## config.mk

```make
export PLATFORM = sky130hd
export DESIGN_NAME = bidshift_stepper
export DESIGN_NICKNAME = d
export VERILOG_FILES = /design/src/rtl/bidshift_pkg.sv /design/src/rtl/step_prescaler.sv /design/src/rtl/bidshift_stepper.sv
export SDC_FILE = /design/constraint.sdc
export NUM_CORES = 1
export LEC_CHECK = 0
export CAP_MARGIN = 20
export CORE_MARGIN = 2
export CORE_UTILIZATION = 30
export CTS_CLUSTER_SIZE = 12
export DETAILED_ROUTE_END_ITERATION = 8
export PLACE_DENSITY = 0.6
export SLEW_MARGIN = 30
export SYNTH_ARGS = -nofsm -noshare
export SYNTH_HDL_FRONTEND = slang
export SYNTH_SLANG_ARGS = --single-unit
export TNS_END_PERCENT = 1
```

## constraint.sdc

```tcl
create_clock -name CK -period 1.53 [get_ports CK]
set_clock_uncertainty 0.05 [all_clocks]
set_input_delay 0.459 -clock CK [delete_from_list [all_inputs] [get_ports CK]]
set_output_delay 0.459 -clock CK [all_outputs]
set_load 0.02 [all_outputs]
```

## src/rtl/bidshift_pkg.sv

```systemverilog
// Shared constants for the bidshift_stepper LED-row shift register:
// SEL operation encodings and default parameter values.
package bidshift_pkg;

   localparam logic [1:0] SEL_HOLD  = 2'b00;
   localparam logic [1:0] SEL_RIGHT = 2'b01;
   localparam logic [1:0] SEL_LEFT  = 2'b10;
   localparam logic [1:0] SEL_LOAD  = 2'b11;

   localparam int WIDTH_DEF  = 8;
   localparam int DIV_DEF    = 4;
   localparam int MOVE_W_DEF = 8;

endpackage

```

## src/rtl/step_prescaler.sv

```systemverilog
// Step-rate prescaler: counts 0..DIV-1 while enabled and flags the cycle
// on which the counter sits at DIV-1 (the step cycle). A synchronous clear
// (used on parallel load) restarts the count from zero. When not enabled
// the count holds, so a direction change or a pause resumes mid-count.
module step_prescaler
   import bidshift_pkg::*;
#(
   parameter int DIV = DIV_DEF
) (
   input  logic clk,
   input  logic rst_n,
   input  logic enable,
   input  logic clear,
   output logic step
);

   localparam int            CW   = (DIV > 1) ? $clog2(DIV) : 1;
   localparam logic [CW-1:0] LAST = CW'(DIV - 1);

   logic [CW-1:0] count_r;
   logic [CW-1:0] count_s;

   assign step = enable && (count_r == LAST);

   // Next count: clear wins, wrap at the step cycle, otherwise advance or hold.
   always_comb begin
      count_s = count_r;
      if (clear) begin
         count_s = {CW{1'b0}};
      end else if (enable) begin
         if (count_r == LAST) begin
            count_s = {CW{1'b0}};
         end else begin
            count_s = count_r + CW'(1);
         end
      end else begin
         count_s = count_r;
      end
   end

   // Prescaler count register.
   always_ff @(posedge clk or negedge rst_n) begin
      if (!rst_n) begin
         count_r <= {CW{1'b0}};
      end else begin
         count_r <= count_s;
      end
   end

endmodule

```

## src/rtl/bidshift_stepper.sv

```systemverilog
// Bidirectional stepping shift register for the playfield LED row.
// Shifts left/right at a prescaled rate, loads in parallel, reports the
// bits falling off either end, keeps a sticky ball-lost flag and a
// saturating move counter. All outputs are registered.
// Optional feature macro: BIDSHIFT_ROTATE_EN (ROT=1 turns shifts into
// rotations that never set LOST); without it ROT is ignored.
module bidshift_stepper
   import bidshift_pkg::*;
#(
   parameter int WIDTH  = WIDTH_DEF,
   parameter int DIV    = DIV_DEF,
   parameter int MOVE_W = MOVE_W_DEF
) (
   input  logic              CK,
   input  logic              CLEAR,
   input  logic [WIDTH-1:0]  SRIN,
   input  logic [1:0]        SEL,
   input  logic              SIL,
   input  logic              SIR,
   input  logic              ROT,
   output logic [WIDTH-1:0]  SROUT,
   output logic              SOR,
   output logic              SOL,
   output logic              STEP,
   output logic              LOST,
   output logic [MOVE_W-1:0] MOVES
);

   localparam logic [MOVE_W-1:0] MOVES_MAX = {MOVE_W{1'b1}};

   logic              rot_s;
   logic              shift_en_s;
   logic              load_s;
   logic              step_s;
   logic              in_bit_s;
   logic [WIDTH-1:0]  sr_s;
   logic              sor_s;
   logic              sol_s;
   logic              step_out_s;
   logic              lost_s;
   logic [MOVE_W-1:0] moves_s;

`ifdef BIDSHIFT_ROTATE_EN
   assign rot_s = ROT;
`else
   logic unused_rot_s;
   assign unused_rot_s = ROT;
   assign rot_s        = 1'b0;
`endif

   assign shift_en_s = (SEL == SEL_RIGHT) || (SEL == SEL_LEFT);
   assign load_s     = (SEL == SEL_LOAD);

   step_prescaler #(
      .DIV (DIV)
   ) u_prescaler (
      .clk    (CK),
      .rst_n  (CLEAR),
      .enable (shift_en_s),
      .clear  (load_s),
      .step   (step_s)
   );

   // Next register contents, end-bit pulses, lost flag and move count.
   always_comb begin
      sr_s       = SROUT;
      sor_s      = 1'b0;
      sol_s      = 1'b0;
      step_out_s = 1'b0;
      lost_s     = LOST;
      moves_s    = MOVES;
      in_bit_s   = 1'b0;
      case (SEL)
         SEL_LOAD: begin
            sr_s    = SRIN;
            lost_s  = 1'b0;
            moves_s = {MOVE_W{1'b0}};
         end
         SEL_RIGHT: begin
            if (step_s) begin
               in_bit_s   = rot_s ? SROUT[0] : SIR;
               sr_s       = {in_bit_s, SROUT[WIDTH-1:1]};
               sor_s      = SROUT[0];
               step_out_s = 1'b1;
               lost_s     = LOST | (SROUT[0] & ~rot_s);
               moves_s    = (MOVES == MOVES_MAX) ? MOVES : MOVES + MOVE_W'(1);
            end else begin
               sr_s = SROUT;
            end
         end
         SEL_LEFT: begin
            if (step_s) begin
               in_bit_s   = rot_s ? SROUT[WIDTH-1] : SIL;
               sr_s       = {SROUT[WIDTH-2:0], in_bit_s};
               sol_s      = SROUT[WIDTH-1];
               step_out_s = 1'b1;
               lost_s     = LOST | (SROUT[WIDTH-1] & ~rot_s);
               moves_s    = (MOVES == MOVES_MAX) ? MOVES : MOVES + MOVE_W'(1);
            end else begin
               sr_s = SROUT;
            end
         end
         default: begin
            sr_s = SROUT;
         end
      endcase
   end

   // Output registers; CLEAR abandons everything asynchronously.
   always_ff @(posedge CK or negedge CLEAR) begin
      if (!CLEAR) begin
         SROUT <= {WIDTH{1'b0}};
         SOR   <= 1'b0;
         SOL   <= 1'b0;
         STEP  <= 1'b0;
         LOST  <= 1'b0;
         MOVES <= {MOVE_W{1'b0}};
      end else begin
         SROUT <= sr_s;
         SOR   <= sor_s;
         SOL   <= sol_s;
         STEP  <= step_out_s;
         LOST  <= lost_s;
         MOVES <= moves_s;
      end
   end

endmodule
```

==> impl_metrics.tcl <==
set metrics [dict create \
    status "completed" \
    swShare 0.3495 \
    synth_top_family_by_area "simple AND/OR/NAND/NOR gates" \
    power.total_mw 2.260 \
    tritoncts "yes" \
    layout.cells.non_filler 251 \
    final_antenna_net_count 0 \
    final_cell_area_um2 2054 \
    synth_simple_gate_area_frac 0.1926 \
    drt_iter0_markers 57 \
    maxCapViolCount 0 \
    synth_area_leader_cell "sky130_fd_sc_hd__dfrtp_1" \
    drt_pass1_iterations 4 \
    dp.cells 246 \
    synthXorXnorAreaFrac 0 \
    power_frac_comb 0.466 \
    final.min_clock_period_ns 1.509 \
    synth-adder-area-share 0.06776 \
    wl_per_cell_um 14.00 \
    design.die.area_um2 4849 \
    yosysSeqAreaShare 0.4259 \
    aggregate_global_route_resource_usage 0.1515 \
    netlist-cell-type-count 34 \
    fp-row-count 23 \
    setup.worst_path.class "input pin to flop" \
    globalRouteOverflowTotal 0 \
    grt_first_pass_wirelength_um 6058 \
    tritoncts_buffers 3 \
    postSynthCellCount 132 \
    cp.arrival_ns 1.61 \
    report.final.hold_viol_count 0 \
    endpoint_kind "flop" \
    synthesized_cell_area_um2 1292 \
    worstPathRequired_ns 1.64 \
    via_count 1258 \
    htree_levels 1 \
    clk_path_buf_depth 2 \
    dominantRegCellSynth "sky130_fd_sc_hd__dfrtp_1" \
    area_growth_pct 58.95 \
    synth-compound-area-share 0.1781 \
    post-cts-setup-buffer-count 0 \
    fmaxAchievable_ghz 0.6629 \
    power_leakage_nw 0.9649 \
    clk_root_buffer_cell "sky130_fd_sc_hd__clkbuf_8" \
    worst-path-max-fanout 5 \
    diode_count 0 \
    buffer_ports.inserted 33 \
    grt_pass1_vias 1324 \
    clkLatencyLatePin_ns 0.27 \
    drc 0 \
    detailed_route_wire_length_um 3515 \
    holdCritStartpoint "u_prescaler.count_r[1]" \
    hold_path_class "flop to flop" \
    avgViaCountPerCell 5.012 \
    timing.critical_path.from_type "input pin" \
    synth_top_cells_by_area "sky130_fd_sc_hd__dfrtp_1, sky130_fd_sc_hd__mux2_4, sky130_fd_sc_hd__ha_1" \
    synthDominantCellAreaShare 0.4259 \
    floorplan_core_area_um2 4086 \
    final_core_util 0.5028 \
    floorplan.initialDensity 0.3163 \
    die_h_um 69.64 \
    layout-drive-gt1-share 0.3383 \
    worst_margin_slew_ns 0.3362 \
    placed_cell_area_um2 1967 \
    syn-num-nets 154 \
    async_sr_flop_fraction 1.000 \
    count_of_flip_flops_with_a_built_in_enable_after_synthesis 0 \
    ys_ff_latch 22 \
    grt_max_degree 24 \
    clk_transition_reported_paths_ns 0.08 \
    period_share 0.9860 \
    yosys_warnings 0 \
    slew-limit-headroom 0.7751 \
    pwr-share-clk 0.188 \
    initial_antenna_violation_count 0 \
    ios 35 \
    reg2reg_from "MOVES[0]" \
    final_setup_vio_count 0 \
    power_density_nw_per_um2 1100 \
    layout.nets 224 \
    share_seq_of_total_power 0.346 \
    cts.sinks 22 \
    gp_congestion 0.8244 \
    die_width_um 69.64 \
    dp_hpwl_um 2520 \
    vdd_drop_max_mv 0.5894 \
    internal_power_mw 1.470 \
    p_switching_mw 0.7900 \
    hold_ws_ns 0.4568 \
    worstSetupStartpoint "SEL[0]" \
    synthesis.area_per_instance_um2 9.792 \
    rsz0062_at_grt "true" \
    maxSlewViolCount 0 \
    synth_mux_area_frac 0.1007 \
]
## worst max-delay path: stages
cell                         delay, ns
sky130_fd_sc_hd__buf_6            0.08
sky130_fd_sc_hd__clkinvlp_4       0.10
sky130_fd_sc_hd__ha_4             0.30
sky130_fd_sc_hd__inv_4            0.04
sky130_fd_sc_hd__nor2_4           0.16
sky130_fd_sc_hd__o21bai_4         0.15
sky130_fd_sc_hd__mux2_4           0.32
## power by group through the flow
stage	logic (mW)	registers, mW	clock network [mW]
after global placement	1.06	0.789	0
final	1.05	0.782	0.426
after global routing	1.14	0.799	0.472
after detailed placement	1.09	0.792	0
after floorplan	0.381	0.947	0
after CTS	1.04	0.783	0.439
## synth_stat cells (3+ instances only)
cell,count
sky130_fd_sc_hd__a211oi_1,3
sky130_fd_sc_hd__a21oi_1,9
sky130_fd_sc_hd__a22oi_1,8
sky130_fd_sc_hd__buf_2,3
sky130_fd_sc_hd__dfrtp_1,22
sky130_fd_sc_hd__ha_1,7
sky130_fd_sc_hd__inv_1,4
sky130_fd_sc_hd__mux2_4,8
sky130_fd_sc_hd__nand2_1,11
sky130_fd_sc_hd__nand3_1,7
sky130_fd_sc_hd__nor2_1,15
sky130_fd_sc_hd__nor3_1,3
sky130_fd_sc_hd__nor4_1,3
## final cells by class
| cell class | count | area [um2] |
|---|---|---|
| multi-input combinational | 100 | 762.0 |
| timing repair buffer | 69 | 593.1 |
| fill | 386 | 2032 |
| sequential | 22 | 550.5 |
| clock buffer | 4 | 55.05 |
| inverter | 6 | 31.28 |
| tap | 50 | 62.56 |
## layer usage
layer | track usage | vias to the layer above | part of all wire | wire [um]
met4 | 0.04487 | 0 | 0 | 0
met1 | 0.1933 | 604 | 0.45 | 1585
met2 | 0.2607 | 35 | 0.50 | 1773
li1 | - | 619 | - | -
met3 | 0.02762 | 0 | 0.044 | 156
met5 | 0 | - | 0 | 0
## metrics by stage
stage	setup TNS [ns]	setup WS, ns
5_1_grt	-0.3857	-0.07856
3_5_place_dp	-14.33	-0.8221
6_report	0	0.02137
3_3_place_gp	-13.61	-0.7752
2_1_floorplan	-1.175	-0.1380
4_1_cts	0	0.002120
## path summary, 6_finish.rpt
kind	to	slack (ns)	depth (start not counted)
max in group asynchronous	SROUT[0]	0.73	2
setup reg to reg	MOVES[0]	0.03	5
min in group asynchronous	u_prescaler.count_r[0]	0.48	2
setup / recovery	SROUT[7]	0.02	7
hold reg to reg	u_prescaler.count_r[1]	0.46	2
hold / removal	u_prescaler.count_r[1]	0.46	2
## flip-flops by register name, indices dropped and copies added, names as in the netlist
register             count
MOVES                    8
SOL                      1
SROUT                    8
SOR                      1
u_prescaler.count_r      2
STEP                     1
LOST                     1
## placed cells by master, fill, tap and decap left out, types with 3 or more instances in the layout
cell / n
sky130_fd_sc_hd__nor2_1: 15
sky130_fd_sc_hd__nand2_1: 11
sky130_fd_sc_hd__mux2_4: 8
sky130_fd_sc_hd__dlygate4sd2_1: 16
sky130_fd_sc_hd__clkdlybuf4s15_1: 4
sky130_fd_sc_hd__clkbuf_8: 4
sky130_fd_sc_hd__clkdlybuf4s50_1: 11
sky130_fd_sc_hd__a22oi_1: 7
sky130_fd_sc_hd__ha_2: 4
sky130_fd_sc_hd__a21oi_1: 9
sky130_fd_sc_hd__nand3_1: 6
sky130_fd_sc_hd__buf_4: 34
sky130_fd_sc_hd__dfrtp_1: 22
sky130_fd_sc_hd__a211oi_1: 3
## cells by family (layout without fill, tap and decap cells)
group	Yosys count	count (layout)
flip-flops	22	22
buffers and inverters	11	79
multiplexers	9	9
adder cells (fa/ha/maj)	7	7
AND/OR/NAND/NOR	51	51
AO/OA/AOI/OAI	32	33
## timing repair
action,CTS,global route
hold buffers,0,0
gates cloned,1,0
pin swaps,2,1
setup endpoints to repair,41,19
gates resized for setup,35,10
Note: power is estimated with default switching activity, not from simulation.
